File: config.mk
export PLATFORM = sky130hd
export DESIGN_NAME = thermocouple_scanner
export DESIGN_NICKNAME = d
export VERILOG_FILES = /design/src/rtl/thermocouple_scanner.sv
export SDC_FILE = /design/constraint.sdc
export NUM_CORES = 1
export LEC_CHECK = 0
export ABC_AREA = 1
export CORE_MARGIN = 1
export CORE_UTILIZATION = 40
export DETAILED_ROUTE_END_ITERATION = 12
export MAX_ROUTING_LAYER = met4
export PLACE_DENSITY = 0.71
export SLEW_MARGIN = 0
export SYNTH_ARGS = -nofsm -noshare
export SYNTH_HDL_FRONTEND = slang
export SYNTH_SLANG_ARGS = --single-unit
File: constraint.sdc
create_clock -name clk -period 1.33 [get_ports clk]
set_clock_uncertainty 0.1 [all_clocks]
set_input_delay 0.3325 -clock clk [delete_from_list [all_inputs] [get_ports clk]]
set_output_delay 0.3325 -clock clk [all_outputs]
set_load 0.05 [all_outputs]
File: src/rtl/thermocouple_scanner.sv
// thermocouple_scanner: round-robin poller of N_CH MAX31855-style converters over one shared SPI master.
// Define FAULT_LATCH_EN to make fault_bits/timeout_err sticky until a fault_clr pulse.
module thermocouple_scanner #(
    parameter int N_CH           = 4,
    parameter int CLK_FREQ       = 10,
    parameter int STARTUP_UNITS  = 3,
    parameter int HOLD_UNITS     = 1,
    parameter int TIMEOUT_CYCLES = 64,
    parameter int CBITS          = 8,
    localparam int CHW           = (N_CH > 1) ? $clog2(N_CH) : 1
) (
    input  logic                 clk,
    input  logic                 rst_n,
    input  logic                 spi_not_busy,
    input  logic [31:0]          spi_rx_data,
    input  logic                 fault_clr,
    output logic                 spi_ena,
    output logic [CHW-1:0]       spi_ch_sel,
    output logic [14*N_CH-1:0]   tc_temp_data,
    output logic [12*N_CH-1:0]   junction_temp_data,
    output logic [4*N_CH-1:0]    fault_bits,
    output logic [N_CH-1:0]      ch_valid,
    output logic [N_CH-1:0]      timeout_err,
    output logic                 any_fault
);
    typedef enum logic [2:0] {
        ST_STARTUP = 3'd0,
        ST_REQ     = 3'd1,
        ST_WAIT    = 3'd2,
        ST_CAPTURE = 3'd3,
        ST_HOLD    = 3'd4
    } state_t;

    localparam logic [CBITS-1:0] STARTUP_MAX = CBITS'(CLK_FREQ * STARTUP_UNITS);
    localparam logic [CBITS-1:0] HOLD_MAX    = CBITS'(CLK_FREQ * HOLD_UNITS);
    localparam logic [CBITS-1:0] TO_MAX      = CBITS'(TIMEOUT_CYCLES - 1);
    localparam logic [CHW-1:0]   CH_LAST     = CHW'(N_CH - 1);

    state_t               state_q, state_d;
    logic [CBITS-1:0]     cnt_q, cnt_d;
    logic [CHW-1:0]       ch_q, ch_d;
    logic                 spi_ena_q, spi_ena_d;
    logic [14*N_CH-1:0]   tc_q, tc_d;
    logic [12*N_CH-1:0]   jn_q, jn_d;
    logic [4*N_CH-1:0]    fault_q, fault_d;
    logic [N_CH-1:0]      valid_q, valid_d;
    logic [N_CH-1:0]      tmo_q, tmo_d;
    logic [3:0]           frame_fault;
    logic                 unused_bits;

    assign frame_fault = {spi_rx_data[16], spi_rx_data[2:0]};
`ifdef FAULT_LATCH_EN
    assign unused_bits = ^{spi_rx_data[17], spi_rx_data[3]};
`else
    assign unused_bits = ^{spi_rx_data[17], spi_rx_data[3], fault_clr};
`endif

    always_comb begin
        state_d = state_q;
        cnt_d   = cnt_q;
        ch_d    = ch_q;
        tc_d    = tc_q;
        jn_d    = jn_q;
        fault_d = fault_q;
        valid_d = valid_q;
        tmo_d   = tmo_q;
`ifdef FAULT_LATCH_EN
        if (fault_clr) begin
            fault_d = '0;
            tmo_d   = '0;
        end
`endif
        case (state_q)
            ST_STARTUP: begin
                state_d = (cnt_q == STARTUP_MAX) ? ST_REQ : ST_STARTUP;
                cnt_d   = (cnt_q == STARTUP_MAX) ? '0 : cnt_q + 1'b1;
                ch_d    = '0;
            end
            ST_REQ: begin
                if (!spi_not_busy) begin
                    state_d = ST_WAIT;
                    cnt_d   = '0;
                end else if (cnt_q == TO_MAX) begin
                    state_d     = ST_HOLD;
                    cnt_d       = '0;
                    tmo_d[ch_q] = 1'b1;
                end else begin
                    cnt_d = cnt_q + 1'b1;
                end
            end
            ST_WAIT: state_d = spi_not_busy ? ST_CAPTURE : ST_WAIT;
            ST_CAPTURE: begin
                for (int k = 0; k < N_CH; k++) begin
                    if (CHW'(k) == ch_q) begin
                        tc_d[14*k +: 14] = spi_rx_data[31:18];
                        jn_d[12*k +: 12] = spi_rx_data[15:4];
                        valid_d[k]       = ~spi_rx_data[16];
`ifdef FAULT_LATCH_EN
                        fault_d[4*k +: 4] = fault_d[4*k +: 4] | frame_fault;
`else
                        fault_d[4*k +: 4] = frame_fault;
                        tmo_d[k]          = 1'b0;
`endif
                    end
                end
                state_d = ST_HOLD;
                cnt_d   = '0;
            end
            ST_HOLD: begin
                if (cnt_q == HOLD_MAX) begin
                    state_d = ST_REQ;
                    cnt_d   = '0;
                    ch_d    = (ch_q == CH_LAST) ? '0 : ch_q + 1'b1;
                end else begin
                    cnt_d = cnt_q + 1'b1;
                end
            end
            default: begin
                state_d = ST_REQ;
                cnt_d   = '0;
                ch_d    = '0;
            end
        endcase
        // The request line is registered: it is high exactly while the FSM sits in REQ
        spi_ena_d = (state_d == ST_REQ);
    end

    always_ff @(posedge clk or negedge rst_n) begin
        if (!rst_n) begin
            state_q   <= ST_STARTUP;
            cnt_q     <= '0;
            ch_q      <= '0;
            spi_ena_q <= 1'b0;
            tc_q      <= '0;
            jn_q      <= '0;
            fault_q   <= '0;
            valid_q   <= '0;
            tmo_q     <= '0;
        end else begin
            state_q   <= state_d;
            cnt_q     <= cnt_d;
            ch_q      <= ch_d;
            spi_ena_q <= spi_ena_d;
            tc_q      <= tc_d;
            jn_q      <= jn_d;
            fault_q   <= fault_d;
            valid_q   <= valid_d;
            tmo_q     <= tmo_d;
        end
    end

    assign spi_ena            = spi_ena_q;
    assign spi_ch_sel         = ch_q;
    assign tc_temp_data       = tc_q;
    assign junction_temp_data = jn_q;
    assign fault_bits         = fault_q;
    assign ch_valid           = valid_q;
    assign timeout_err        = tmo_q;
    assign any_fault          = (|fault_q) | (|tmo_q);
endmodule

==> run summary, run 1 <==
The post-synthesis cell area is 0.00594 mm^2. Entering global routing, the biggest net connects 34 pins. During placement, the flow inserted port buffers numbering between 150 and 200.

After the last repair the worst path ends at a top-level output. The floorplan die width came out at ~120 um. The total overflow left after global routing is between 700 and 800. The proportion of synthesized chip area in sequential cells came out at 0.598. The number of antenna violations at the first check in global routing came out at 3. The cell count after synthesis is just under 600. The post-synth net total came out at 637.

The root buffer cell is sky130_fd_sc_hd__clkbuf_16. The number of storage elements in the synthesis netlist is between 100 and 150. The maximum level of the CTS H-tree is 4. The flow did not finish. Yosys mapped the design onto 26 distinct sky130hd cell types. The tool reported: "[ERROR GRT-0232] Routing congestion too high. Check the congestion heatmap in the GUI".

The floorplan step set the die height to between 100 and 150 um. The placed wire-length estimate is between 10 and 15 mm. It got as far as global routing (5_1_grt) and failed there. The CTS buffer count is 17. The number of top-level pins is around 170.

The global placement routability congestion is a little under 0.9. The synthesis warning total came out at 0. Averaged over all synthesized cells, the footprint is around 10 um^2. The total number of clock tree sinks is around 140. After global-route timing repair, the worst endpoint was any_fault. The starting density of the core is 0.409. The number of cell rows is 44.

The number of buffers on the longest clock path is 2. The aggregate global-route resource usage came out at 0.927.
-- cell families after synthesis --
logic type,count (synthesis),synth area share
buffers and inverters,73,0.0730
adders and majority gates,6,0.0126
xor gates and xnor gates,4,0.00589
AOI/OAI and AO/OA,129,0.141
DFF,142,0.598
and+or+nand+nor,241,0.169
-- synth_stat cells (all sizes together) --
master,n,share of area
nand2,183,0.12
dfrtp,142,0.60
o21ai,123,0.13
inv,49,0.031
nor2,34,0.025
buf,24,0.042
nand3,16,0.014
ha,6,0.013
nor4,5,0.0053
a21oi,4,0.0053
xor2,4,0.0059
nand3b,1,0.0013
nand4,1,0.0011
nor3,1,0.00084
o21bai,1,0.0019
o22ai,1,0.0011
-- stage by stage --
stage,hold slack (ns),worst slack (ns),instances,area [um^2],util
after global placement,0.124,-0.277,988,9800,0.674
after detailed placement,0.125,-0.329,988,9800,0.674
after CTS,0.245,-0.664,1156,12900,0.888
after floorplan,-0.0631,-0.269,595,6220,-
-- layer usage --
metal  GRT overflow  global-route usage
met1              7               0.856
met2            560                1.16
met3              3               0.648
met4            178                1.05
met5              -                   -
-- what timing repair did --
action,4_1_cts
endpoints found under the setup margin,273
hold buffers,1
gates resized for setup,235
buffers inserted,109
hold endpoints to repair,129
pin swaps,29
cloned,27
==> run 2, diff against run 1 <==
Settings changed: CORE_UTILIZATION 40 to 25, MAX_ROUTING_LAYER met4 to not set, PLACE_DENSITY 0.71 to not set, PLACE_DENSITY_LB_ADDON set to 0.15.
Clock period 1.33 ns to 1.7 ns, I/O delays scaled along.
==> run summary, run 2 <==
The final hold violation count came out at 0. The number of nets in the synthesized netlist is between 600 and 700. By area the synthesized netlist is led by sky130_fd_sc_hd__dfrtp_1 (60%), sky130_fd_sc_hd__nand2_1 (11%), sky130_fd_sc_hd__o21ai_2 (6.9%).

In this run the horizontal extent of the chip is about 160 um. The power after layout is about 17 mW. The clock transition at the registers of the reported paths is 0.06 ns.

Clock tree synthesis selected as its root buffer the cell sky130_fd_sc_hd__clkbuf_16. In the synthesized netlist, the cells that appear most often are sky130_fd_sc_hd__nand2_1 (178), sky130_fd_sc_hd__dfrtp_1 (142), sky130_fd_sc_hd__o21ai_1 (74). The worst endpoint data arrival time is roughly 1.6 ns. The number of max-slew violations in the final report is 0. For this design the ratio of total power to cell area is approximately 1700 mW/mm^2.

For this design, the slowest cell found on the critical path is sky130_fd_sc_hd__dfrtp_2. Of all cell types, the one taking the most synthesized area is sky130_fd_sc_hd__dfrtp_1. The synthesized area divided by synthesized cell count is 9.99 um^2. The fraction of met1 tracks used by global routing came out at 0.172. The placed instance count is approximately 1,100. The flip-flop count of the largest register, all copies and words added came out at 56. In the layout the commonest cells are sky130_fd_sc_hd__nand2_1 (177), sky130_fd_sc_hd__buf_12 (143), sky130_fd_sc_hd__dfrtp_1 (129), sky130_fd_sc_hd__o21ai_1 (74), sky130_fd_sc_hd__inv_1 (48). The net count of the finished layout came out at roughly 840.

The worst hold-check path type is in2async. The aggregate global-route resource usage is 0.140. The most critical setup path has its startpoint at fault_bits[4]. The via count of the first global-routing pass is 4,746.

Of the cells placed in the final design, the portion with a size suffix greater than 1 is 0.354. The slew at the pin closest to its max-slew limit came out at 0.343 ns. The routed layout has 4,692 vias. The synthesis warning total is 0. The number of antenna violations at the first check in global routing came out at 0. The reg-to-reg startpoint is spi_ch_sel[0]. The setup TNS is -0.385 ns. The final setup slack of the worst path came out at -0.385 ns. The remaining global-route overflow is 0. Leaving out fill and tap cells, the most frequent cell in the layout is sky130_fd_sc_hd__nand2_1.

The ratio of final minimum period to clock period came out at 1.23. The async set or reset register ratio after synthesis is 1.00. The maximum level of the CTS H-tree came out at 4. VDD sags by at most a little under 1000 uV. The max-cap violation count came out at 0. The number of enable flip-flop cells after synthesis is 0. The clock insertion delay at the later pin of the skew report is around 0.4 ns. Data on the critical path is required at its endpoint by 1.17 ns.

After detailed routing, the average wire length per cell comes to between 10 and 15 um. The final reports fail on setup timing. The worst setup timing slack at the placement stage came out at -0.0507 ns.

The largest driver fanout on the critical path is 2. The post-synthesis cell area came out at between 0.005 and 0.006 mm^2. The pin count of the biggest net entering global routing is 41. The proportion of synthesized chip area in sequential cells came out at 0.598. The first TritonRoute pass finished after 4 iterations. The starting density of the core came out at 0.254.

For this run, the leading register cell type out of synthesis is sky130_fd_sc_hd__dfrtp_1. For met2 alone, demand over resource in global routing was 0.235. The worst setup path is captured at an output pin. For this design the static power due to leakage is slightly above 5 nW.

Setup repair after global routing could not meet its margin everywhere. The number of clock buffers added by TritonCTS is 17. The type of the setup path with the least slack is reg2out. met2 is the most crowded layer. The utilization of the core after routing came out at 0.437. The highest achievable clock rate is around 480 MHz. The share of synthesized area in the top cell type comes to 0.598. The distinct cell type count after synthesis is 26. The die is 156 um tall. The area of the core came out at ~0.023 mm^2. At the end of routability-driven placement, the weighted congestion stood at between 0.7 and 0.8. The remaining antenna violation count after routing is 0. The global routing usage on met3 came out at 0.0433. The number of top-level pins came out at 168.

The initialized floorplan defines 56 standard-cell rows. Among all cell types in the netlist, the one instantiated most often is sky130_fd_sc_hd__nand2_1. The setup-violating endpoint count in the final report is 1. The filler cell count is 2,259. In this run the tool buffered the top-level ports with between 150 and 200 buffer cells. The DRC violation total after the first TritonRoute iteration came out at between 150 and 200.

In the routed layout, each cell is associated on average with a via count of just over 4. After layout, the minimum clock period comes to approximately 2.1 ns. The number of antenna diodes came out at 0.

The number of buffers on the longest clock path is 2. Relative to the synthesized area, the layout overhead comes to 71.9%. Traced cell by cell, the critical path runs through nor4_4, nand2_1, nor2_2, nand2_2, buf_6. The total DRC errors in the routed layout is 0. The flow ran to the end, but the final reports show violations. TritonCTS built the clock tree.

The placed wire-length estimate came out at between 10 and 15 mm. The total number of clock tree sinks came out at ~140. STA classifies the critical path startpoint as a flop. The routed design has between 15 and 20 mm of wire. The worst stage delay on the critical path came out at approximately 0.43 ns. The cell count after synthesis is just under 600.

The number of storage elements in the synthesis netlist came out at approximately 140. The tightest slew margin relative to the limit is 0.770. The die outline area came out at 0.0244 mm^2. The final cell count without fillers came out at about 1,100.

The first global-routing pass estimated approximately 26 mm of wire.
## run 2: cell counts after synthesis
Identical to the previous run, type by type.
## run 2: routing by layer
metal	vias to the layer above	share of wire
met3	10	0.060
met5	-	0
met2	106	0.50
met4	0	0.0098
li1	2322	-
met1	2254	0.43
## run 2: final timing paths
kind                       depth (start not counted)          endpoint  slack [ns]
hold reg to reg                                    2          cnt_q[1]        0.43
setup / recovery                                   5         any_fault       -0.38
min in group clk                                   2          cnt_q[1]        0.43
setup reg to reg                                   6  tc_temp_data[38]        0.11
max in group asynchronous                          3     fault_bits[3]        0.61
hold / removal                                     2   tc_temp_data[9]        0.36
## run 2: where the power goes
part / internal, mW / switching [mW]
logic: 4.02 / 4.59
clock network: 2.14 / 1.46
registers: 4.25 / 0.898
## run 2: repair_timing
action | CTS | global route
cloned | 0 | 0
pin swaps | 3 | 2
setup endpoints to repair | 1 | 10
setup buffers | 0 | 6
hold buffers | 1 | 0
gates resized for setup | 5 | 9
hold endpoints to repair | 26 | 0
## run 2: final cells by class
class | instances | area, um^2 | area share
inverter | 49 | 184 | 0.0180
tap | 319 | 399 | 0.0391
sequential | 142 | 3570 | 0.349
clock inverter | 11 | 108 | 0.0105
clock buffer | 21 | 470 | 0.0460
timing repair buffer | 210 | 3470 | 0.339
multi-input combinational | 380 | 2020 | 0.198
## run 2: cells by family after synthesis
group | count (synthesis) | share of synthesized area
adders and majority gates | 6 | 0.0126
AOI/OAI and AO/OA | 129 | 0.141
DFF | 142 | 0.598
buffers and inverters | 73 | 0.0730
and+or+nand+nor | 241 | 0.169
xor gates and xnor gates | 4 | 0.00589
## run 2: worst max-delay path, delay by kind of cell (launching register included)
kind                   cells  cell delay [ns]
buffers and inverters      1             0.15
and+or+nand+nor            4             0.56
DFF                        1             0.43
## run 2: per-stage QoR
| stage | cell area, um^2 | hold WS, ns |
|---|---|---|
| floorplan | 5960 | 0.0294 |
| global placement | 9490 | 0.233 |
| detailed placement | 9490 | 0.237 |
| CTS | 10100 | 0.356 |
| global route | 10200 | 0.390 |
| finish | 10200 | 0.357 |
Power figures use the tool's default switching activity.
==> run 3, diff against run 2 <==
Settings changed: SKIP_LAST_GASP set to 1.
==> run summary, run 3 (synthesized netlist as in run 2, its figures left out) <==
The run finished, with violations left. The final reports fail on setup timing. Detailed routing placed a total of ~970 um of wire on met3.

In this run the deepest clock path goes through 2 buffers. The root buffer cell chosen for the clock tree is sky130_fd_sc_hd__clkbuf_16. The count of cells along the worst register-to-register path is 6. The remaining antenna violation count after routing is 0. After detailed routing, the number of remaining DRC violations is 0. The number of buffers and inverters on the critical path is 1. The proportion of total power due to net switching is 0.400. In this run the critical register-to-register path is captured at tc_temp_data[38]. The setup-violating endpoint count in the final report came out at 1. The minimum setup slack among reg-to-reg paths came out at between 0.1 and 0.15 ns.

Of the total power, combinational logic draws 0.496. The number of max-slew violations in the final report is 0. The floorplan step defined a die boundary enclosing about 0.024 mm^2.

The type of the setup path with the least slack is reg2out. The initial utilization of the core area, before any placement, comes to 0.254. In this run the critical register-to-register path is launched from spi_ch_sel[0].

Detailed placement finished with a half-perimeter wire length of 11.7 mm. The design area is approximately 0.01 mm^2. The final hold violation count is 0.

The worst voltage drop across the vdd grid came out at around 970 uV. The count of input and output buffers is 164. The number of antenna diodes is 0. In this run the vertical extent of the chip is roughly 160 um. At the worst endpoint, the required time is about 1.2 ns. The net switching power came out at around 6.9 mW.

The critical path goes through nor4_4, nand2_1, nor2_2, nand2_2, buf_6. The library cells used most frequently in the layout, excluding fill and tap cells, are sky130_fd_sc_hd__nand2_1 (177), sky130_fd_sc_hd__buf_12 (143), sky130_fd_sc_hd__dfrtp_1 (129), sky130_fd_sc_hd__o21ai_1 (74), sky130_fd_sc_hd__inv_1 (48). The number of top-level pins came out at between 150 and 200. Summed over all layers, the routed wires come to between 15 and 20 mm. The power per unit of standard cell area is 1700 mW/mm^2.

The clock transition at the registers of the reported paths came out at around 0.060 ns. The total vias in the final route is between 4,000 and 5,000. The pin count of the biggest net entering global routing came out at 41. TritonCTS created 17 clock buffers. The number of antenna violations at the first check in global routing came out at 0. STA classifies the critical path endpoint as an output pin.

Setup slack on the critical path of the routed design comes to -0.385 ns. The ratio of final minimum period to clock period is 1.23. The worst stage delay on the critical path is about 0.43 ns.

The final cell count without fillers came out at 1,132. The largest driver fanout on the critical path came out at 2. The share of final-layout standard cells stronger than drive strength 1 came out at 0.354. From synthesis to final layout, the design area changed by 71.8%. The area of placed instances is around 0.0095 mm^2. In this run the worst hold path is classified as in2async. The maximum level of the CTS H-tree came out at 4. The routed length on met1 came out at between 6 and 7 mm. Setup repair after global routing could not meet its margin everywhere. The slew at the pin closest to its max-slew limit came out at 0.343 ns.

The CTS tree is done. The kind of start point of the critical path is a flop. The register with the most flip-flops in the layout has 56 of them. The final-layout worst hold slack is around 0.36 ns. The max-cap violation count came out at 0.

In the detailed route, the total length drawn on met2 is roughly 8 mm. The aggregate global-route resource usage is 0.140. The highest achievable clock rate came out at about 480 MHz. The routed via count divided by cell count is 4.14. The worst-path cell with the longest stage delay is sky130_fd_sc_hd__dfrtp_2. The remaining global-route overflow came out at 0. Routability-driven placement finished with a final weighted congestion of approximately 0.77. At the end of the flow the core is filled with cells to 0.436.

The via count of the first global-routing pass was approximately 4,700. The part of the total power dissipated in the clock network is 0.207. Leaving out fill and tap cells, the most frequent cell in the layout is sky130_fd_sc_hd__nand2_1. The clock insertion delay at the later pin of the skew report came out at approximately 0.41 ns. In this run, the number of DRC markers left after iteration 0 of detailed routing was between 150 and 200. CTS saw 142 sinks. At the worst endpoint, the arrival time is approximately 1.6 ns.

Counting tap cells, the placed design contains a total of 1,093 instances. In the final routed layout, each cell accounts on average for about 14 um. The first global-routing pass estimated ~26 mm of wire. From left edge to right edge, the die measures around 160 um. The number of detailed-routing iterations run before antenna repair is 4. Summed over all cells, the static leakage comes to 5.03 nW. The core region is between 0.02 and 0.025 mm^2. The net count of the finished layout came out at about 840.

The uppermost metal layer occupied by signal nets is met4. The number of cell rows is 56. The share of total power dissipated in sequential elements is 0.297. The internal portion of the total power is between 10 and 15 mW.

The tightest slew margin relative to the limit is 0.770. The cell family with the largest share of critical-path delay is simple AND/OR/NAND/NOR gates. For the finished layout, the period the worst path requires is about 2.1 ns.
[run 3: cell type report]
| class | count | area [um^2] |
|---|---|---|
| Fill cell | 2257 | 13200 |
| Sequential cell | 142 | 3570 |
| Timing Repair Buffer | 210 | 3460 |
| Multi-Input combinational cell | 380 | 2020 |
| Clock buffer | 21 | 470 |
| Tap cell | 319 | 399 |
| Inverter | 49 | 184 |
| Clock inverter | 11 | 108 |
[run 3: what timing repair did]
item	CTS	global route
endpoints found under the hold margin	26	0
cloned	0	0
setup buffers	0	6
gates resized for setup	5	7
pin swaps	3	2
hold buffers	1	0
endpoints found under the setup margin	1	10
[run 3: how the worst max path moves through the flow]
stage / start / to / slack [ns] / cells past startpoint
after floorplan: timeout_err[1] / any_fault / 0.0007 / 2
after global placement: fault_bits[13] / any_fault / -0.05 / 5
after detailed placement: fault_bits[13] / any_fault / -0.05 / 5
after CTS: fault_bits[15] / any_fault / -0.41 / 5
after global routing: fault_bits[6] / any_fault / -0.47 / 5
final: fault_bits[4] / any_fault / -0.38 / 5
[run 3: per-stage QoR]
step	total power, mW	TNS, ns	worst slack, ns
6_report	17.3	-0.385	-0.385
2_1_floorplan	9.15	0	0.000664
3_3_place_gp	13.6	-0.0468	-0.0468
4_1_cts	17.4	-0.411	-0.411
3_5_place_dp	13.7	-0.0507	-0.0507
5_1_grt	18.2	-0.484	-0.471
[run 3: power by group through the flow]
| stage | Sequential (mW) | Clock [mW] | Combinational, mW |
|---|---|---|---|
| 6_report | 5.15 | 3.60 | 8.60 |
| 5_1_grt | 5.27 | 3.88 | 9.08 |
| 4_1_cts | 5.15 | 3.73 | 8.57 |
| 3_5_place_dp | 5.18 | 0 | 8.53 |
| 3_3_place_gp | 5.15 | 0 | 8.47 |
| 2_1_floorplan | 7.47 | 0 | 1.68 |
[run 3: per-layer routing]
| layer | GRT usage | up-vias |
|---|---|---|
| li1 | - | 2322 |
| met1 | 0.172 | 2246 |
| met2 | 0.235 | 112 |
| met3 | 0.0433 | 10 |
| met4 | 0.0448 | 0 |
| met5 | 0 | - |
